<file path="src/rtl/spu_fetch_pair_buffer.sv">
// spu_fetch_pair_buffer: IF-side fetch engine and pair queue for the
// dual-issue SPU decoder.
// Ports: clk, reset (async, active-high); enable/flush/flush_target from
//   decode; imem_req/imem_addr out, imem_rvalid/imem_rdata back from
//   instruction memory; instruction1/instruction2/pair_valid present the
//   head pair; fetch_pc is the address of the next request.
module spu_fetch_pair_buffer #(
  parameter int               DEPTH           = 4,
  parameter int               MAX_OUTSTANDING = 2,
  parameter int               ADDR_W          = 32,
  parameter logic [ADDR_W-1:0] RESET_PC       = '0,
  parameter logic [31:0]      NOP_INSN        = 32'h40200000
) (
  input  logic              clk,
  input  logic              reset,
  input  logic              enable,
  input  logic              flush,
  input  logic [ADDR_W-1:0] flush_target,
  output logic              imem_req,
  output logic [ADDR_W-1:0] imem_addr,
  input  logic              imem_rvalid,
  input  logic [63:0]       imem_rdata,
  output logic [31:0]       instruction1,
  output logic [31:0]       instruction2,
  output logic              pair_valid,
  output logic [ADDR_W-1:0] fetch_pc
);
  localparam int PW = $clog2(DEPTH);
  localparam int CW = $clog2(DEPTH + 1);
  localparam int OW = $clog2(MAX_OUTSTANDING + 1);

  logic [63:0]       pairMem [DEPTH];
  logic [PW-1:0]     rdPtr;
  logic [PW-1:0]     wrPtr;
  logic [CW-1:0]     count;
  logic [OW-1:0]     outstanding;
  logic [OW-1:0]     discard;
  logic              kill;
  logic [ADDR_W-1:0] pc;
  logic [ADDR_W-1:0] alignedPc;
  logic              creditFree;
  logic              slotFree;
  logic              drop;
  logic              doEnq;
  logic              doDeq;
  logic [63:0]       headPair;

  assign alignedPc = {pc[ADDR_W-1:3], 3'b000};

  // Stale (discarded) requests still occupy the memory pipe, so they
  // count against the in-flight credit but not against FIFO space.
  assign creditFree =
    (32'(outstanding) + 32'(discard)) < 32'(MAX_OUTSTANDING);
  assign slotFree =
    (32'(count) + 32'(outstanding)) < 32'(DEPTH);

  assign imem_req  = !reset && !flush && creditFree && slotFree;
  assign imem_addr = alignedPc;
  assign fetch_pc  = pc;

  assign drop  = imem_rvalid && (discard != '0);
  assign doEnq = imem_rvalid && !drop && !flush;
  assign doDeq = enable && pair_valid && !flush;

  assign pair_valid   = (count != '0);
  assign headPair     = pairMem[rdPtr];
  assign instruction1 = pair_valid ? headPair[63:32] : NOP_INSN;
  assign instruction2 = pair_valid ? headPair[31:0]  : NOP_INSN;

  always_ff @(posedge clk or posedge reset) begin
    if (reset) begin
      rdPtr       <= '0;
      wrPtr       <= '0;
      count       <= '0;
      outstanding <= '0;
      discard     <= '0;
      kill        <= 1'b0;
      pc          <= RESET_PC;
    end else if (flush) begin
      rdPtr       <= '0;
      wrPtr       <= '0;
      count       <= '0;
      // Everything still in the memory pipe becomes stale; a response
      // landing this cycle has already left the pipe.
      discard     <= discard + outstanding - OW'(imem_rvalid);
      outstanding <= '0;
      pc          <= flush_target;
      kill        <= flush_target[2];
    end else begin
      if (imem_req) begin
        pc <= alignedPc + ADDR_W'(8);
      end
      if (drop) begin
        discard <= discard - OW'(1);
      end
      if (doEnq) begin
        wrPtr <= wrPtr + PW'(1);
        kill  <= 1'b0;
      end
      if (doDeq) begin
        rdPtr <= rdPtr + PW'(1);
      end
      outstanding <= outstanding + OW'(imem_req) - OW'(doEnq);
      count       <= count + CW'(doEnq) - CW'(doDeq);
    end
  end

  // A target in the odd word of a pair must not execute the even word.
  always_ff @(posedge clk) begin
    if (doEnq) begin
      pairMem[wrPtr] <= {kill ? NOP_INSN : imem_rdata[63:32],
                         imem_rdata[31:0]};
    end
  end

endmodule

</file>
<file path="config.mk">
export PLATFORM = sky130hd
export DESIGN_NAME = spu_fetch_pair_buffer
export DESIGN_NICKNAME = d
export VERILOG_FILES = /design/src/rtl/spu_fetch_pair_buffer.sv
export SDC_FILE = /design/constraint.sdc
export NUM_CORES = 1
export LEC_CHECK = 0
export ABC_AREA = 0
export CORE_UTILIZATION = 30
export CTS_CLUSTER_SIZE = 40
export DETAILED_ROUTE_END_ITERATION = 8
export PLACE_DENSITY_LB_ADDON = 0.2
export REMOVE_ABC_BUFFERS = 1
export SLEW_MARGIN = 20
export SYNTH_ARGS = -nofsm -noshare
export SYNTH_HDL_FRONTEND = slang
export SYNTH_SLANG_ARGS = --single-unit
</file>
<file path="constraint.sdc">
create_clock -name clk -period 8.4 [get_ports clk]
set_input_delay 1.26 -clock clk [delete_from_list [all_inputs] [get_ports clk]]
set_output_delay 1.26 -clock clk [all_outputs]
set_load 0.01 [all_outputs]
</file>
== After elaboration in Yosys (flattened, before gate mapping) ==
Memories as Yosys holds them, arrays and structs flattened.
Index checks and enable logic that the tools add are counted.
Cells by class
  reduce and logical (&&, ||, !) cells: 17
  divide/modulo/power cells: 0
  shifts and indexed selects: 0
  multiplexer cells: 17
  magnitude comparators: 2
  equal/unequal tests: 0
  add/subtract/negate cells: 12
  bitwise operators: 0
  multiply operators: 0
Operators with widths (count)
  $mux 32: 5
  $add 32x4->32 const B: 1
  $mux 2: 7
  $reduce_bool 2->1: 5
  $logic_and 1x1->1: 8
  $add 2x1->2 const B: 2
  $add 3x2->4: 1
  $lt 4x3->1 const B: 1
  $mux 1: 4
  $sub 2x1->2: 2
  $add 2x2->3: 1
  $add 3x1->3: 1
  $logic_not 1->1: 3
  $lt 3x2->1 const B: 1
  $mux 3: 1
  $reduce_bool 3->1: 1
  $sub 3x1->3: 1
  $add 2x1->2: 1
  $add 2x2->2: 1
  $sub 2x1->2 const B: 1
Storage, ports and cells
  memories: 1
  ROM bits: 0
  word-level logic and storage cells: 56
  input port bits: 101
  latch bits: 0
  output and inout bits: 130
  bits in writable memories: 256
  register bits: 44
Memories
  pairMem: depth 4, bits a word 64, read ports 1, clocked after Yosys merged registers in 0, write ports 1, line 32  | logic [63:0] pairMem [DEPTH];

== Longest topological paths before layout ==
Gate-level depths: netlist of run 1.
  depth in word-level cells: 8
  depth in mapped cells: 13
  depth with buffers taken out: 13

== Worst setup path before layout of run 1 ==
OpenSTA, ideal clock, no wires.
  path type: input port to output port
  start point: input port flush
  end point: output port imem_req
  data required time: 7140 ps
  setup slack: 4592 ps
  arrival: 2548 ps
  cell stages on the path: 5
  buffers on the path: 2
  path through: buf_6 -> or4_1 -> or4_4 -> clkinv_2 -> buf_4
On the way
  cells in the longest elaborated chain, start to end: 4
RTL lines
  start, declared: line 17  | input logic flush,
  $logic_not 1->1: line 57  | assign imem_req = !reset && !flush && creditFree && slotFree;
  $logic_and 1x1->1 (3 in series): line 57
  end, declared: line 19  | output logic imem_req,
Every way passes these cells.

== Worst setup path after layout of run 1 ==
Ends and elaborated chain as after synthesis.

==> results.md, run 1 <==
- Rel. slew slack: a little under two fifths
- Final TNS setup: 0 ps
- Crit path cell chain: buf_2, buf_4, or4_1, or4_4, clkinv_2, clkdlybuf4s50_1
- FP Rows: 75
- GR peak layer: met2
- List of most frequent post-synthesis cells: edfxtp_1 (256), and2_1 (64), mux4_2 (64)
- Final cycle utilization of the critical path: between 60% and 70%
- Post-route insts no fill: 1551
- Filler Cells Inserted: roughly 3900
- Distinct cells, synth: between 50 and 60
- Met1 Use GR: between 15 and 20%
- Slew Limit Fails: 0
- Status: complete, no violations
- Leak: between 5 and 6 nW
- Worst setup margin: about 3300 ps
- TritonCTS clock tree: yes
- Largest area contributor in the netlist: edfxtp_1
- Placed Area: ~15000 um2
- Worst Tran Pin Value: 947 ps
- Placed cells: 1488
- Ys Warns: 0
- Layout cell share with drive strength beyond 1: 13.8%
- DRT Wirelength: ~30000 um
- Yosys top cell area share: 60.1%
- CTS resizes: 0
- Slowest CP cell: or4_4
- Nets: 1104
- GRT met2 Usage: 22.0%
- Clock slew at reported path FFs: approximately 60 ps
- Hold WS: between 400 and 500 ps
- Initial antenna violation count: 2
- Initial core utilization: between 30% and 40%
- Predominant post-synthesis flop cell: edfxtp_1
- Crit-path max cell delay: around 650 ps
- Sequential Area: about 9000 um2
- M3 GR Usage: between 3 and 4%
- Inserted Clock Buffers: 36
- Syn_area_per_cell: between 15 and 20 um2
- R2R cell count: 9
- DRC: 0
- Final core area utilization: 39.3%
- CP arrival: between 3000 and 4000 ps
- Fin. Hold Viols: 0
- Die Ht: roughly 210 um
- Asr flop ratio synth: between 10% and 20%
- Fmax: about 0.20 GHz
- Drt via density: 4.77
- Hold Path Depth: 2
- Gr usage total: between 10% and 20%
- Core ar.: between 40000 and 50000 um2
- Total Power Consumption: ~4.8 mW
- ANT nets after route: 0
- Unrepaired setup endpoints after global routing: false
- Final Setup Violations: 0
- Worst path required time: 7140 ps
- HP Class: reg -> reg
- Hold buffer count at cts: 0
- H-tree depth: 2
- Drt wl/cell: slightly below 20 um
- Worst vdd ir: 0.148 mV
- Fin crit period: between 5000 and 6000 ps
- Root Buffer: clkbuf_16
- Worst-path maximum fanout: 63
- Cell Pwr Density: 288 nW/um2
- First-pass GRT wire length: 46300 um
- Post-Syn Instances: approximately 780
- Vias in the first global route: slightly below 8000
- Max-cap violations: 0
- Sequential element share of the synthesized area: 68.7%
- Area contributors post-synth: edfxtp_1 (60%), mux4_2 (11%), dfrtp_1 (8.6%), and2_1 (3.1%), buf_4 (1.9%)
- Post-CTS Setup Inserts: 0
- # IOs: ~230
- Most common cell in the synthesized netlist: edfxtp_1
- Clock Skew: about 14 ps
- Multi-input gate area: about 3500 um2
- Post-DP HPWL: roughly 18000 um
- Pre-CTS setup slack: around 3300 ps
- Antenna Diode Count: 0
- Post-Syn Area: between 10000 and 15000 um2
- Vias post-DR: ~7400
- Nature of the critical path startpoint: input pin
- Remaining Overflow, GRT: 0
- Gpl congestion: just under 0.8
- EDFF count, synth: between 200 and 300
- Die X: ~210 um
- Clock latency on the worst-skew pair: 520 ps
- PortBufs: roughly 230
- 1st-pass router iterations: 4
- Cell area after layout: around 17000 um2
- Number of synthesized register bits: 300
- Die area: roughly 43000 um2
- Clock Tree Buf Depth: 3
- Largest net degree at the start of global routing: 64
- CP endpoint kind: primary output
- Initial DRC Count: around 370
- Area Growth Syn to Fin: 29.3%
- Crit Path Class: in -> out
- # clock sinks: 300
cell usage in the layout, fill, tap and decap left out, types with 3 or more instances in the layout:
| master | synthesis | routed |
|---|---|---|
| nor2b_1 | 37 | 37 |
| nor4_1 | 4 | 4 |
| inv_1 | 19 | 17 |
| clkinv_1 | 0 | 8 |
| edfxtp_1 | 256 | 256 |
| buf_4 | 33 | 9 |
| o211ai_1 | 6 | 6 |
| nand3b_1 | 3 | 3 |
| nor2_1 | 23 | 23 |
| and2_1 | 64 | 60 |
| ha_1 | 14 | 14 |
| and2_4 | 0 | 4 |
| bufinv_16 | 0 | 3 |
| a22oi_1 | 5 | 5 |
| conb_1 | 1 | 3 |
| a21o_1 | 4 | 4 |
| dfrtp_1 | 44 | 41 |
| clkinv_8 | 0 | 3 |
| o21ai_0 | 17 | 17 |
| mux2i_1 | 4 | 4 |
| clkdlybuf4s50_1 | 0 | 226 |
| clkinv_2 | 1 | 5 |
| a21oi_1 | 5 | 5 |
| or2_2 | 6 | 6 |
| xnor2_1 | 5 | 5 |
| clkbuf_16 | 0 | 36 |
| nor3_1 | 8 | 8 |
| a221o_1 | 6 | 6 |
| nand3_1 | 21 | 21 |
| clkbuf_1 | 21 | 10 |
| xor2_1 | 5 | 5 |
| nand2b_1 | 5 | 5 |
| a31oi_1 | 3 | 3 |
| nand2_1 | 40 | 40 |
| o311ai_1 | 4 | 4 |
| nand4_1 | 14 | 14 |
| mux4_2 | 64 | 64 |
routing by layer:
layer	wire length, um	up-vias	share of wire, %
li1	-	3373	-
met1	14100	3753	46
met2	14100	218	46
met3	1690	43	5.6
met4	525	4	1.7
met5	25	-	0.082
critical path, delay by kind of cell:
family	cells	cell delay, ps
buffers and inverters	4	1400
AND/OR/NAND/NOR	2	1110
where the power goes:
part	total, mW	internal [mW]	switching [mW]
clock	1.47	0.885	0.587
sequential	1.85	1.72	0.130
combinational	1.45	0.789	0.657
cell families after synthesis:
kind of cell               after synthesis  synth area share [%]
and+or+nand+nor                        236                  10.2
other                                    1                0.0293
adders and majority gates               16                  1.68
AOI/OAI and AO/OA                       60                  3.27
muxes                                   68                  11.6
DFF                                    300                  68.7
xor gates and xnor gates                10                 0.684
buffers and inverters                   90                  3.84
path summary, 6_finish.rpt:
kind / start / end / slack (ps)
hold reg to reg: fetch_pc[2] / fetch_pc[2] / 480
min in group asynchronous: reset / discard[1] / 1040
hold / removal: fetch_pc[2] / fetch_pc[2] / 480
setup / recovery: flush / imem_req / 3320
setup reg to reg: discard[0] / fetch_pc[7] / 4940
max in group asynchronous: reset / kill / 6560
cell type report:
class,count,area share (%)
sequential,300,53.2
multi-input combinational,393,21.4
timing repair buffer,236,14.1
clock buffer,46,5.67
tap,539,4.08
clock inverter,17,1.12
inverter,20,0.461
flip-flops by register name (all words and copies together), names as in the netlist:
register	cells
kill	1
rdPtr	2
discard	2
pairMem	256
fetch_pc	32
count	3
wrPtr	2
outstanding	2
No activity file was read; power rests on OpenSTA's default activity.
==> run 2, diff against run 1 <==
==> constraint.sdc (replaced) <==
create_clock -name clk -period 4.97 [get_ports clk]
set_input_delay 0.7455 -clock clk [delete_from_list [all_inputs] [get_ports clk]]
set_output_delay 0.7455 -clock clk [all_outputs]
set_load 0.01 [all_outputs]
==> run 2 against run 1 <==
Compared with the run above: critical path depth up 1; highest routed layer unchanged; routed wire length down 0.71%; global-route usage barely moved; sequential power increased by 70%; critical endpoint unchanged; register-to-register slack lost 3500 ps.
==> results.md, run 2 (same netlist as run 1, synthesis figures left out) <==
- Most flops, register: pairMem
- Slew Limit Fails: 0 (unchanged)
- Max reg flops: 256 (unchanged)
- Vias in the first global route: 7804 (+0.49%)
- Final cycle utilization of the critical path: 82.9%
- FP Rows: 75 (unchanged)
- Die Ht: 209 um (unchanged)
- Die X: 209 um (unchanged)
- ANT nets after route: 0 (unchanged)
- CP Launch Point: outstanding[0]
- Cell Pwr Density: 487 nW/um2 (+69%)
- Largest net degree at the start of global routing: 65 (+1.6%)
- Die area: 43500 um2 (unchanged)
- Core ar.: 42000 um2 (unchanged)
- Initial core utilization: 30.4% (unchanged)
- Leak: 5.61 nW (+0.95%)
- Final TNS setup: 0 ps (unchanged)
- PortBufs: 227 (unchanged)
- TritonCTS clock tree: yes
- H-tree depth: 2 (unchanged)
- Clock Skew: 12.8 ps (-0.836 ps)
- GRT met2 Usage: 22.3% (+0.33 points)
- # IOs: 231 (unchanged)
- Unrepaired setup endpoints after global routing: false
- CP arrival: 3380 ps (-440 ps)
- Fin crit period: ~4100 ps
- Initial antenna violation count: 2 (unchanged)
- Post-DP HPWL: 18400 um (+0.94%)
- Fin. Hold Viols: 0 (unchanged)
- CP endpoint kind: primary output
- Worst-path maximum fanout: 21 (-67%)
- DRT Wirelength: 30200 um (-0.71%)
- Clock Tree Buf Depth: 3 (unchanged)
- Pre-CTS setup slack: 1400 ps (-1930 ps)
- 1st-pass router iterations: 4 (unchanged)
- Clock latency on the worst-skew pair: 520 ps (about the same)
- Hold Path Depth: 2 (unchanged)
- Layout cell share with drive strength beyond 1: 14.7% (+0.90 points)
- # clock sinks: 300 (unchanged)
- R2R cell count: 10 (+1)
- DRC: 0 (unchanged)
- Hold buffer count at cts: 0 (unchanged)
- Crit Path Class: reg -> out
- Remaining Overflow, GRT: 0 (unchanged)
- Drt wl/cell: 19.4 um (-1.1%)
- Antenna Diode Count: 0 (unchanged)
- Max-cap violations: 0 (unchanged)
- Nets: 1108 (+0.36%)
- Inserted Clock Buffers: 36 (unchanged)
- Fmax: roughly 0.24 GHz
- CTS resizes: 0 (unchanged)
- Final Setup Violations: 0 (unchanged)
- Met1 Use GR: 18.9% (-0.50 points)
- Filler Cells Inserted: 3914 (-0.58%)
- Worst path required time: 4220 ps (-2920 ps)
- Gr usage total: 13.9% (-0.033 points)
- Area Growth Syn to Fin: 30.0%
- Most frequent cells in the layout: edfxtp_1 (256), clkdlybuf4s50_1 (226), mux4_2 (64)
- Rel. slew slack: 41.4% (+4.5 points)
- Most common cell after layout, fill and taps aside: edfxtp_1
- GR peak layer: met2
- Clock slew at reported path FFs: 60 ps (about the same)
- Worst Tran Pin Value: 876 ps (-70.2 ps)
- Hold path startpoint: fetch_pc[2]
- M3 GR Usage: 3.32% (+0.045 points)
- Nature of the critical path startpoint: flop
- Initial DRC Count: 391 (+6.0%)
- Worst vdd ir: 0.230 mV (+56%)
- Worst setup margin: 849 ps (-2480 ps)
- Gpl congestion: 0.799 (+0.57%)
- Reg-to-Reg Start: outstanding[0]
- First-pass GRT wire length: 46300 um (about the same)
- Drt via density: 4.72 (-0.87%)
- Vias post-DR: 7355 (-0.49%)
- HP Class: reg -> reg
- Root Buffer: clkbuf_16
- Post-CTS Setup Inserts: 0 (unchanged)
- Status: complete, no violations
## run 2: cell types whose count changed in the layout (fill, tap and decap cells not counted), sizes merged
cell,change
buf,+4
clkbuf,-3
clkinv,+3
inv,+2
## run 2: per-layer routing
layer | wire [um] | vias to the layer above
met1 | 13800 | 3723
met5 | 26 | -
met3 | 1660 | 51
li1 | - | 3375
met2 | 14200 | 202
met4 | 598 | 4
## run 2: worst paths after layout
path	to	slack (ps)
max	imem_req	850
min	fetch_pc[2]	490
max reg2reg	fetch_pc[7]	1460
min reg2reg	fetch_pc[2]	490
max in group asynchronous	rdPtr[0]	3780
min in group asynchronous	fetch_pc[0]	740
## run 2: area by class of cell
cell class,instances,area [um2],share of cell area (%)
Sequential cell,300,8800,52.9
Multi-Input combinational cell,393,3530,21.2
Timing Repair Buffer,240,2400,14.4
Clock buffer,43,937,5.64
Tap cell,539,674,4.06
Clock inverter,22,210,1.26
Inverter,20,76.3,0.459
## run 2: critical path, cell delays in order, from the launching register on
cell and delay [ps]:
dfrtp_1 370, inv_1 70, nor2_1 160, fa_1 430, or4_1 530, or4_4 650, clkinv_2 90, clkdlybuf4s50_1 540
## run 2: metrics by stage
step	hold slack, ps	instance area (um2)	util, %	total power, mW	instances
after floorplan	514	12400	-	4.36	713
after detailed placement	475	15500	36.8	5.69	1492
final	490	16600	39.6	8.11	1557
after CTS	498	16600	39.6	8.28	1557
after global placement	463	15500	36.8	5.70	1492
after global routing	532	16600	39.6	8.52	1557
## run 2: power breakdown
group	total [mW]	internal (mW)	switching, mW
Combinational	2.43	1.35	1.07
Sequential	3.14	2.91	0.232
Clock	2.54	1.51	1.02
==> run 3, diff against run 2 <==
==> constraint.sdc (replaced) <==
create_clock -name clk -period 3.3 [get_ports clk]
set_input_delay 0.495 -clock clk [delete_from_list [all_inputs] [get_ports clk]]
set_output_delay 0.495 -clock clk [all_outputs]
set_load 0.01 [all_outputs]
==> run 3 against run 2 <==
Compared with the run above: via count up 1.8%; non-clock buffer count up 18; die area unchanged; sequential share of layout area down 0.67 points; largest power group unchanged; critical path type unchanged; sequential cell count unchanged; sequential power up 48%; largest cell class unchanged; first-iteration DRC count up 23%.
==> results.md, run 3 (same netlist as run 1, synthesis figures left out) <==
- Post-DP HPWL: 19800 um (+7.7%)
- Most flops, register: pairMem
- Clock slew at reported path FFs: 60 ps (about the same)
- Final cycle utilization of the critical path: roughly 100%
- Vias post-DR: 7484 (+1.8%)
- PortBufs: 227 (unchanged)
- Die Ht: 209 um (unchanged)
- Reg-to-Reg Start: outstanding[0]
- 1st-pass router iterations: 4 (unchanged)
- Switching component of the power: 3.54 mW (+52%)
- Die X: 209 um (unchanged)
- DRC: 0 (unchanged)
- Crit Path Class: reg -> out
- Worst R2R Setup Slack: 240 ps (-1220 ps)
- Clock Tree Buf Depth: 3 (unchanged)
- Worst vdd ir: 0.359 mV (+56%)
- ANT nets after route: 0 (unchanged)
- Antenna Diode Count: 0 (unchanged)
- Rel. slew slack: 38.7% (-2.6 points)
- Root Buffer: clkbuf_16
- Vias in the first global route: 8130 (+4.2%)
- Post-route insts no fill: 1573 (+1.0%)
- CP arrival: 2720 ps (-660 ps)
- Leak: 5.69 nW (+1.4%)
- Gpl congestion: 0.807 (+0.93%)
- Initial DRC Count: 481 (+23%)
- Drt wl/cell: 19.6 um (+0.91%)
- Core ar.: 42000 um2 (unchanged)
- Slew Limit Fails: 0 (unchanged)
- Final TNS setup: 0 ps (unchanged)
- Clock latency on the worst-skew pair: 520 ps (about the same)
- Total Power Consumption: 12.2 mW (+51%)
- HP Class: in -> async
- Fmax: between 0.3 and 0.4 GHz
- Final Setup Violations: 0 (unchanged)
- Nets: 1125 (+1.5%)
- Nature of the critical path startpoint: flop
- Largest net degree at the start of global routing: 50 (-23%)
- Remaining Overflow, GRT: 0 (unchanged)
- Multi-input gate area: 3540 um2 (+0.35%)
- First-pass GRT wire length: 47600 um (+2.8%)
- # IOs: 231 (unchanged)
- Max-cap violations: 0 (unchanged)
- Sequential power share: 38.2% (-0.6 points)
- Worst Tran Pin Value: 911 ps (+34.1 ps)
- Fin. Hold Viols: 0 (unchanged)
- R2r endpoint: fetch_pc[9]
- Drt via density: 4.76 (+0.72%)
- Max reg flops: 256 (unchanged)
- # clock sinks: 300 (unchanged)
- Clock Skew: 11.4 ps (-1.41 ps)
- Die area: 43500 um2 (unchanged)
- Clock Power Share: 29.6% (-1.7 points)
- Filler Cells Inserted: 3896 (-0.46%)
- R2R cell count: 11 (+1)
- GRT met2 Usage: 23.8% (+1.4 points)
- Initial antenna violation count: 2 (unchanged)
- Most common cell after layout, fill and taps aside: edfxtp_1
- Placed cells: 1507 (+1.0%)
- Inserted Clock Buffers: 35 (-2.8%)
- DRT Wirelength: 30800 um (+1.9%)
- H-tree depth: 2 (unchanged)
- Worst-path maximum fanout: 3 (-86%)
- Hold buffer count at cts: 0 (unchanged)
- Cell Pwr Density: 725 nW/um2 (+49%)
- Unrepaired setup endpoints after global routing: true
- Int Power: 8.68 mW (+50%)
- Cell area after layout: 16800 um2 (+1.3%)
- TritonCTS clock tree: yes
- FP Rows: 75 (unchanged)
- Layout cell share with drive strength beyond 1: 16.4% (+1.7 points)
- Sequential Area: 8800 um2 (unchanged)
- Area Growth Syn to Fin: 31.6%
- CP endpoint kind: primary output
- Worst path required time: 2800 ps (-1420 ps)
- Met1 Use GR: 18.7% (-0.20 points)
- Combinational Power Share: 32.2% (+2.2 points)
- Placed Area: 15700 um2 (+1.5%)
- Most frequent cells in the layout: edfxtp_1 (256), clkdlybuf4s50_1 (225), mux4_2 (64)
- GR peak layer: met2
- Status: complete, no violations
- Gr usage total: 14.4% (+0.43 points)
- Fin crit period: about 3200 ps
- M3 GR Usage: 3.98% (+0.66 points)
- Final core area utilization: 40.1% (+0.51 points)
- Sw Share: 29.0% (+0.24 points)
- Initial core utilization: 30.4% (unchanged)
[run 3: changes by cell type in the layout (fill, tap and decap cells not counted), moves of 2 or more]
cell,before,now
clkinvlp_4,0,3
buf_12,3,14
inv_1,17,15
inv_2,1,3
buf_6,0,2
inv_6,1,3
clkinv_2,9,6
buf_4,10,16
[run 3: power groups by stage]
| stage | Sequential (mW) | Combinational [mW] | Clock [mW] |
|---|---|---|---|
| floorplan | 4.85 | 1.72 | 0 |
| global placement | 4.76 | 3.93 | 0 |
| detailed placement | 4.76 | 3.95 | 0 |
| CTS | 4.69 | 3.96 | 3.74 |
| global route | 4.70 | 4.29 | 3.88 |
| finish | 4.66 | 3.94 | 3.62 |
[run 3: layout make-up]
type                            count  share of cell area (%)
Inverter                           20                   0.475
Clock inverter                     22                    1.00
Clock buffer                       41                    5.33
Tap cell                          539                    4.00
Timing Repair Buffer              258                    15.9
Multi-Input combinational cell    393                    21.0
Sequential cell                   300                    52.2
[run 3: how the worst max path moves through the flow]
stage	from	to	slack, ps	depth (start not counted)
final	outstanding[0]	imem_req	80	7
after CTS	outstanding[0]	imem_req	-30	7
after floorplan	rdPtr[0]	instruction1[21]	-750	2
after global routing	outstanding[0]	imem_req	-8	7
after detailed placement	outstanding[0]	imem_req	150	7
after global placement	outstanding[0]	imem_req	160	7
[run 3: repair_timing]
item | 4_1_cts | 5_1_grt
endpoints found under the hold margin | 0 | 0
pin swaps | 2 | 3
setup buffers | 0 | 3
endpoints found under the setup margin | 48 | 7
gates resized for setup | 5 | 7
[run 3: critical path, cell delays in order (launching register included)]
cell and delay [ps]:
dfrtp_1 400, inv_2 90, nor2_4 30, fa_1 450, or4_1 520, or4_4 530, clkinv_4 100, buf_6 100
[run 3: per-stage QoR]
stage / worst slack, ps / hold WS, ps
after floorplan: -746 / 514
after global placement: 157 / 513
after detailed placement: 152 / 509
after CTS: -29.5 / 309
after global routing: -8.11 / 324
final: 83.3 / 324
[run 3: layer usage]
metal | part of all wire [%] | routed length, um | up-vias
met2 | 48 | 14900 | 251
met1 | 43 | 13300 | 3791
met4 | 1.3 | 410 | 4
li1 | - | - | 3399
met3 | 6.9 | 2120 | 39
met5 | 0.081 | 25 | -
